[config.mk]
export PLATFORM = sky130hd
export DESIGN_NAME = oam_dma_arbiter
export DESIGN_NICKNAME = d
export VERILOG_FILES = /design/src/rtl/cpu_pkg.sv /design/src/rtl/oam_dma_arbiter.sv
export SDC_FILE = /design/constraint.sdc
export NUM_CORES = 1
export LEC_CHECK = 0
export ABC_AREA = 1
export CAP_MARGIN = 20
export CORE_UTILIZATION = 45
export DETAILED_ROUTE_END_ITERATION = 8
export PLACE_DENSITY = 0.95
export SLEW_MARGIN = 20
export SYNTH_ARGS = -nofsm -noshare
export SYNTH_HDL_FRONTEND = slang
export SYNTH_SLANG_ARGS = --single-unit
[constraint.sdc]
create_clock -name clk -period 2.37 [get_ports clk]
set_clock_uncertainty 0.05 [all_clocks]
set_input_delay 0.474 -clock clk [delete_from_list [all_inputs] [get_ports clk]]
set_output_delay 0.474 -clock clk [all_outputs]
set_load 0.02 [all_outputs]
[src/rtl/cpu_pkg.sv]
// Purpose: shared types and constants for the CPU bus fabric (OAM DMA arbiter).
// Latency: n/a (declarations only).
// Backpressure: n/a.
package cpu_pkg;

    typedef enum logic [1:0] {
        DmaIdle,
        DmaStarting,
        DmaActive
    } dma_state_e;

    localparam logic [15:0] DMA_REG_ADDR = 16'hFF46;
    localparam logic [7:0]  OAM_DMA_LEN  = 8'd160;
    localparam logic [7:0]  HI_PAGE      = 8'hFF;

    // Sources at or above 0xE0 hit echo RAM, which mirrors work RAM 0x20 pages lower.
    localparam logic [7:0]  ECHO_BASE    = 8'hE0;
    localparam logic [7:0]  ECHO_OFFSET  = 8'h20;

    function automatic logic [7:0] dma_eff_src(input logic [7:0] src);
        return (src >= ECHO_BASE) ? (src - ECHO_OFFSET) : src;
    endfunction

endpackage

[src/rtl/oam_dma_arbiter.sv]
// Purpose: owns the CPU system-bus port; holds the 0xFF46 DMA source register and copies
//          160 bytes from {src,8'h00} into OAM, one byte per M-cycle, locking the CPU out meanwhile.
// Latency: CPU routing is combinational (zero added latency); DMA starts one M-cycle after the write.
// Backpressure: none; locked-out CPU reads below 0xFF00 return 0xFF and writes are dropped.
//
// Ports:
//   clk, reset            system clock, async active-high reset
//   t_cycle               CPU T-cycle phase; 3 is the commit edge of the M-cycle
//   cpu_*                 CPU-side bus (addr/enable/write/wdata in, rdata out)
//   bus_*                 external bus 0x0000-0xFEFF (DMA reads are driven here while active)
//   hi_*                  high page 0xFF00-0xFFFF except 0xFF46
//   oam_*                 OAM write port, strobe valid during t_cycle==3 of active M-cycles
//   dma_active            registered, high while the CPU is locked out of bus_*
import cpu_pkg::*;

module oam_dma_arbiter (
    input  logic        clk,
    input  logic        reset,
    input  logic [1:0]  t_cycle,
    input  logic [15:0] cpu_addr,
    input  logic        cpu_enable,
    input  logic        cpu_write,
    input  logic [7:0]  cpu_wdata,
    output logic [7:0]  cpu_rdata,
    output logic [15:0] bus_addr,
    output logic        bus_enable,
    output logic        bus_write,
    output logic [7:0]  bus_wdata,
    input  logic [7:0]  bus_rdata,
    output logic [7:0]  hi_addr,
    output logic        hi_enable,
    output logic        hi_write,
    output logic [7:0]  hi_wdata,
    input  logic [7:0]  hi_rdata,
    output logic [7:0]  oam_addr,
    output logic        oam_write,
    output logic [7:0]  oam_wdata,
    output logic        dma_active
);

    localparam logic [7:0] LAST_IDX = OAM_DMA_LEN - 8'd1;

    dma_state_e state_q, state_d;
    logic [7:0] idx_q, idx_d;
    logic [7:0] src_q, src_d;          // architectural 0xFF46 value
    logic [7:0] cur_src_q, cur_src_d;  // source of the transfer currently running
    logic       pending_q, pending_d;
    logic       dma_active_q, dma_active_d;

    logic       commit;
    logic       is_hi;
    logic       is_dma_reg;
    logic       dma_reg_wr;

    assign commit     = (t_cycle == 2'd3);
    assign is_hi      = (cpu_addr[15:8] == HI_PAGE);
    assign is_dma_reg = (cpu_addr == DMA_REG_ADDR);
    assign dma_reg_wr = cpu_enable && cpu_write && is_dma_reg && commit;

    always_ff @(posedge clk or posedge reset) begin
        if (reset) begin
            state_q      <= DmaIdle;
            idx_q        <= 8'd0;
            src_q        <= 8'hFF;
            cur_src_q    <= 8'hFF;
            pending_q    <= 1'b0;
            dma_active_q <= 1'b0;
        end else begin
            state_q      <= state_d;
            idx_q        <= idx_d;
            src_q        <= src_d;
            cur_src_q    <= cur_src_d;
            pending_q    <= pending_d;
            dma_active_q <= dma_active_d;
        end
    end

    always_comb begin
        state_d   = state_q;
        idx_d     = idx_q;
        src_d     = src_q;
        cur_src_d = cur_src_q;
        pending_d = pending_q;

        if (dma_reg_wr) begin
            src_d = cpu_wdata;
        end

        if (commit) begin
            case (state_q)
                DmaIdle: begin
                    if (dma_reg_wr) begin
                        state_d = DmaStarting;
                    end
                end
                DmaStarting: begin
                    // A second write here just reloads src; Starting is re-entered.
                    if (!dma_reg_wr) begin
                        state_d   = DmaActive;
                        idx_d     = 8'd0;
                        cur_src_d = src_q;
                    end
                end
                DmaActive: begin
                    if (pending_q) begin
                        // Restart: the continuation byte is done, begin again from the latest src.
                        idx_d     = 8'd0;
                        cur_src_d = src_d;
                        pending_d = 1'b0;
                    end else if (idx_q == LAST_IDX) begin
                        if (dma_reg_wr) begin
                            // Nothing left to continue; restart straight away without dropping the lock.
                            idx_d     = 8'd0;
                            cur_src_d = src_d;
                        end else begin
                            state_d = DmaIdle;
                            idx_d   = 8'd0;
                        end
                    end else begin
                        idx_d     = idx_q + 8'd1;
                        pending_d = dma_reg_wr;
                    end
                end
                default: begin
                    state_d = DmaIdle;
                    idx_d   = 8'd0;
                end
            endcase
        end

        dma_active_d = (state_d == DmaActive);
    end

    // Routing: combinational from registered state, cpu_addr and t_cycle.
    always_comb begin
        hi_addr   = cpu_addr[7:0];
        hi_wdata  = cpu_wdata;
        hi_enable = cpu_enable && is_hi && !is_dma_reg;
        hi_write  = cpu_enable && cpu_write && is_hi && !is_dma_reg;

        if (dma_active_q) begin
            bus_addr   = {dma_eff_src(cur_src_q), idx_q};
            bus_enable = 1'b1;
            bus_write  = 1'b0;
            bus_wdata  = 8'h00;
        end else begin
            bus_addr   = cpu_addr;
            bus_enable = cpu_enable && !is_hi;
            bus_write  = cpu_enable && cpu_write && !is_hi;
            bus_wdata  = cpu_wdata;
        end

        if (is_dma_reg) begin
            cpu_rdata = src_q;
        end else if (is_hi) begin
            cpu_rdata = hi_rdata;
        end else if (dma_active_q) begin
            cpu_rdata = 8'hFF;
        end else begin
            cpu_rdata = bus_rdata;
        end

        oam_write = dma_active_q && commit;
        oam_addr  = oam_write ? idx_q : 8'd0;
        oam_wdata = oam_write ? bus_rdata : 8'd0;
    end

    assign dma_active = dma_active_q;

endmodule

==> results.md, run 1 <==
Logic synthesis:
- The number of flops mapped to enable cells by yosys is 0.
- The distinct cell type count of the synthesized netlist is 36.
- In the synthesized netlist, the number of instances is approximately 380.
- The synthesized area is 2380 sq um.
- After synthesis, flip-flops and latches occupy between 30 and 40% of the total area.
- For this run, asynchronously set or reset flops after synthesis account for 100%.
- The synthesized area per cell is 6.34 sq um.
- The dominant register cell in the synthesized netlist is sky130_fd_sc_hd__dfstp_2.
- The number of warnings issued by yosys is 0.
- Counting flops and latches in the post-synthesis netlist gives 28.
- Synthesis produced a netlist with a net count of 424.

Clock network:
- The number of hold buffers added after CTS is 0.
- For the worst-skew pair, the clock arrives at the later sink with an insertion delay of 280 ps.
- TritonCTS built the clock tree.
- The longest clock path from root to sink contains 2 buffers.
- The number of H-tree levels is 1.
- Counting the buffers created by CTS gives 3.
- The clock drives 28 sinks.
- The clock-pin slew on the worst setup and hold paths is 100 ps.
- The tree is rooted in a sky130_fd_sc_hd__clkbuf_8.

Placement:
- After detailed placement, the total cell area comes to 3650 sq um.
- At the end of routability-driven placement, the weighted congestion stood at ~0.9.
- The half-perimeter wire length after detailed placement is roughly 5.8 mm.
- The count of buffers added on input and output ports is 115.
- The number of placed instances, taps included, is 558.
- The worst setup slack before clock tree synthesis is -643 ps.

Timing:
- The max-slew headroom at the worst pin is 76.7%.
- The count of final hold-check violations is 0.
- For the pin with the worst max-slew slack, the measured transition is 349 ps.
- The smallest setup slack after layout is approximately 37 ps.
- The minimum clock period after layout is 2330 ps.
- Setup violations remaining at the end of the flow were counted as 0.
- The tightest hold path in the finished design has a slack of 426 ps.
- The final max-slew violation count is 0.
- Adding up every negative setup slack in the final design gives 0 ps.
- Based on the critical path, the design can be clocked at up to 429 MHz.
- In the finished design, the share of the clock period the worst path needs comes to 98.4%.

Die:
- The height of the die is between 70 and 80 um.
- The placeable core region is roughly 5100 sq um.
- The starting density of the core is 46.6%.
- The die area is around 5600 sq um.
- The die boundary width is 74.8 um.
- The number of I/O pins is ~120.
- The number of core rows is 26.

Min path:
- For hold timing, the worst endpoint is cur_src_q[4].
- Along the worst hold path, the cell count comes to 2.
- The worst hold path belongs to the class flip-flop to flip-flop.
- The startpoint of the lowest-slack hold path is cur_src_q[4].

Route:
- The detail-routed via count per cell is between 5 and 6.
- The routed via count is between 2,000 and 3,000.
- In the final routed layout, each cell accounts on average for 14.3 um.
- The first detailed-routing pass took 5 iterations.
- The count of nets left with antenna violations after detail routing is 0.
- The first routing iteration left 274 violations.
- After detailed routing, the number of remaining DRC violations is 0.
- For this block, the routed nets add up to 8.11 mm of wire.

Pwr:
- Dividing total power by cell area gives a power density of approximately 580 nW/um^2.
- The maximum resistive drop on vdd is 0.286 mV.
- The static power due to leakage is 1.97 nW.
- The total chip power is 2.16 mW.

Critical path:
- Counting cells, the worst reg-to-reg path comes to 11.
- The critical-path maximum fanout is 26.
- The worst setup path is captured at an output pin.
- The required arrival time at the worst endpoint is 1850 ps.
- The critical setup path kind is flip-flop to output pin.
- The endpoint of the most critical register-to-register path is cur_src_q[2].
- The start of the worst register-to-register path is idx_q[0].
- The slack of the worst reg-to-reg path is 620 ps.
- Data on the critical path arrives at its endpoint at 1810 ps.
- The startpoint kind of the worst setup timing path is a flip-flop.

Layout:
- Cells fill 73.1% of the core in the end.
- In the final design database the tool counted around 550 nets.
- Cells with a size suffix above 1 make up slightly above 20% of the layout.
- The area of all placed cells without fillers is around 3700 sq um.
- 0 antenna diodes ended up in the layout.
- From synthesis to final layout, the design area changed by 56.7%.
- The number of fill cells is around 370.
- The non-filler instance count after layout is 568.

GRT:
- The maximum number of pins on one net before global-route repair is 29.
- The global-route wire length before repair is between 10 and 15 mm.
- The via count of the first global-routing pass was 2,609.
- The global-route usage over all layers is 28.3%.
- The initial antenna violation count was 0.
- The total overflow left after global routing is 0.

Outcome:
- The run finished with clean final reports.

Job:
- The max-capacitance violation count is 0.
[layout by cell type (no fill, tap or decap), types with 10 or more instances in the layout]
master / instances
sky130_fd_sc_hd__buf_4: 28
sky130_fd_sc_hd__o21ai_0: 10
sky130_fd_sc_hd__clkbuf_2: 10
sky130_fd_sc_hd__clkdlybuf4s50_1: 66
sky130_fd_sc_hd__nand3_1: 27
sky130_fd_sc_hd__dlygate4sd2_1: 31
sky130_fd_sc_hd__inv_1: 44
sky130_fd_sc_hd__nand2_1: 122
sky130_fd_sc_hd__nor2_1: 35
sky130_fd_sc_hd__dfrtp_1: 12
sky130_fd_sc_hd__dfstp_2: 16
sky130_fd_sc_hd__o21ai_1: 13
[worst max-delay path by stage]
stage | slack [ps] | start | endpoint | cells after the start
finish | 40 | dma_active | bus_addr[5] | 4
global placement | -590 | cpu_addr[9] | cpu_rdata[0] | 8
global route | -40 | dma_active | oam_wdata[7] | 6
CTS | 0.2 | cpu_addr[7] | cpu_rdata[5] | 9
detailed placement | -640 | cpu_addr[9] | cpu_rdata[6] | 8
floorplan | 80 | cpu_addr[9] | hi_write | 6
[registers in the layout, indices dropped and copies added (netlist names)]
register / cells
idx_q: 8
dma_active: 1
src_q: 8
cur_src_q: 8
state_q: 2
pending_q: 1
[critical path: stages, from the launching register on]
cell and delay (ps):
sky130_fd_sc_hd__dfrtp_1 420, sky130_fd_sc_hd__buf_6 230, sky130_fd_sc_hd__nand2_1 110, sky130_fd_sc_hd__o21ai_0 110, sky130_fd_sc_hd__clkdlybuf4s50_1 640
[layer usage]
layer | track usage, % | routed length [um] | vias up
met5 | 0 | 0 | -
met1 | 36.4 | 3230 | 1353
met2 | 48.8 | 3860 | 203
met3 | 3.08 | 758 | 33
li1 | - | - | 1403
met4 | 11.3 | 259 | 0
[what timing repair did]
action / 4_1_cts / 5_1_grt
setup endpoints to repair: 33 / 19
pin swaps: 9 / 2
gates cloned: 1 / 0
resized for setup: 71 / 31
hold endpoints to repair: 0 / 0
buffers inserted: 4 / 1
[logic make-up after synthesis]
family,count (synthesis),share of synthesized area (%)
and+or+nand+nor,225,42.5
AOI/OAI and AO/OA,37,9.72
buffers and inverters,84,16.5
adders and majority gates,2,1.05
DFF,28,30.3
[Yosys cell counts (all sizes together), types with 2 or more instances]
master,number,area (sq um)
nor3,3,20.0
and2,9,56.3
nand2,132,523
dfrtp,12,300
ha,2,25.0
dfstp,16,420
nand3,29,163
clkbuf,7,26.3
buf,22,155
o221ai,8,70.1
nand4,4,25.0
inv,54,203
o22ai,2,18.8
nor2,45,204
o21ai,24,124
[power breakdown]
part	switching (mW)	total (mW)	internal (mW)	leakage, nW
clock network	0.159	0.343	0.184	0.0339
registers	0.0952	0.718	0.623	0.332
logic	0.633	1.10	0.466	1.60
total	0.886	2.16	1.27	1.97
[cell type report]
type,instances,area [sq um],area share (%)
sequential,28,721,19.3
inverter,55,216,5.80
multi-input combinational,264,1310,35.0
tap,70,87.6,2.35
timing repair inverter,1,6.26,0.168
clock buffer,4,66.3,1.78
timing repair buffer,146,1330,35.6
No activity file was read; power rests on OpenSTA's default activity.
==> run 2, diff against run 1 <==
--- a/config.mk
+++ b/config.mk
@@ -6,7 +6,6 @@
 export NUM_CORES = 1
 export LEC_CHECK = 0
 export ABC_AREA = 1
-export CAP_MARGIN = 20
 export CORE_UTILIZATION = 45
 export DETAILED_ROUTE_END_ITERATION = 8
 export PLACE_DENSITY = 0.95
==> results of run 2 <==
The final DEF is identical to that of run 1; final timing and power are the same.
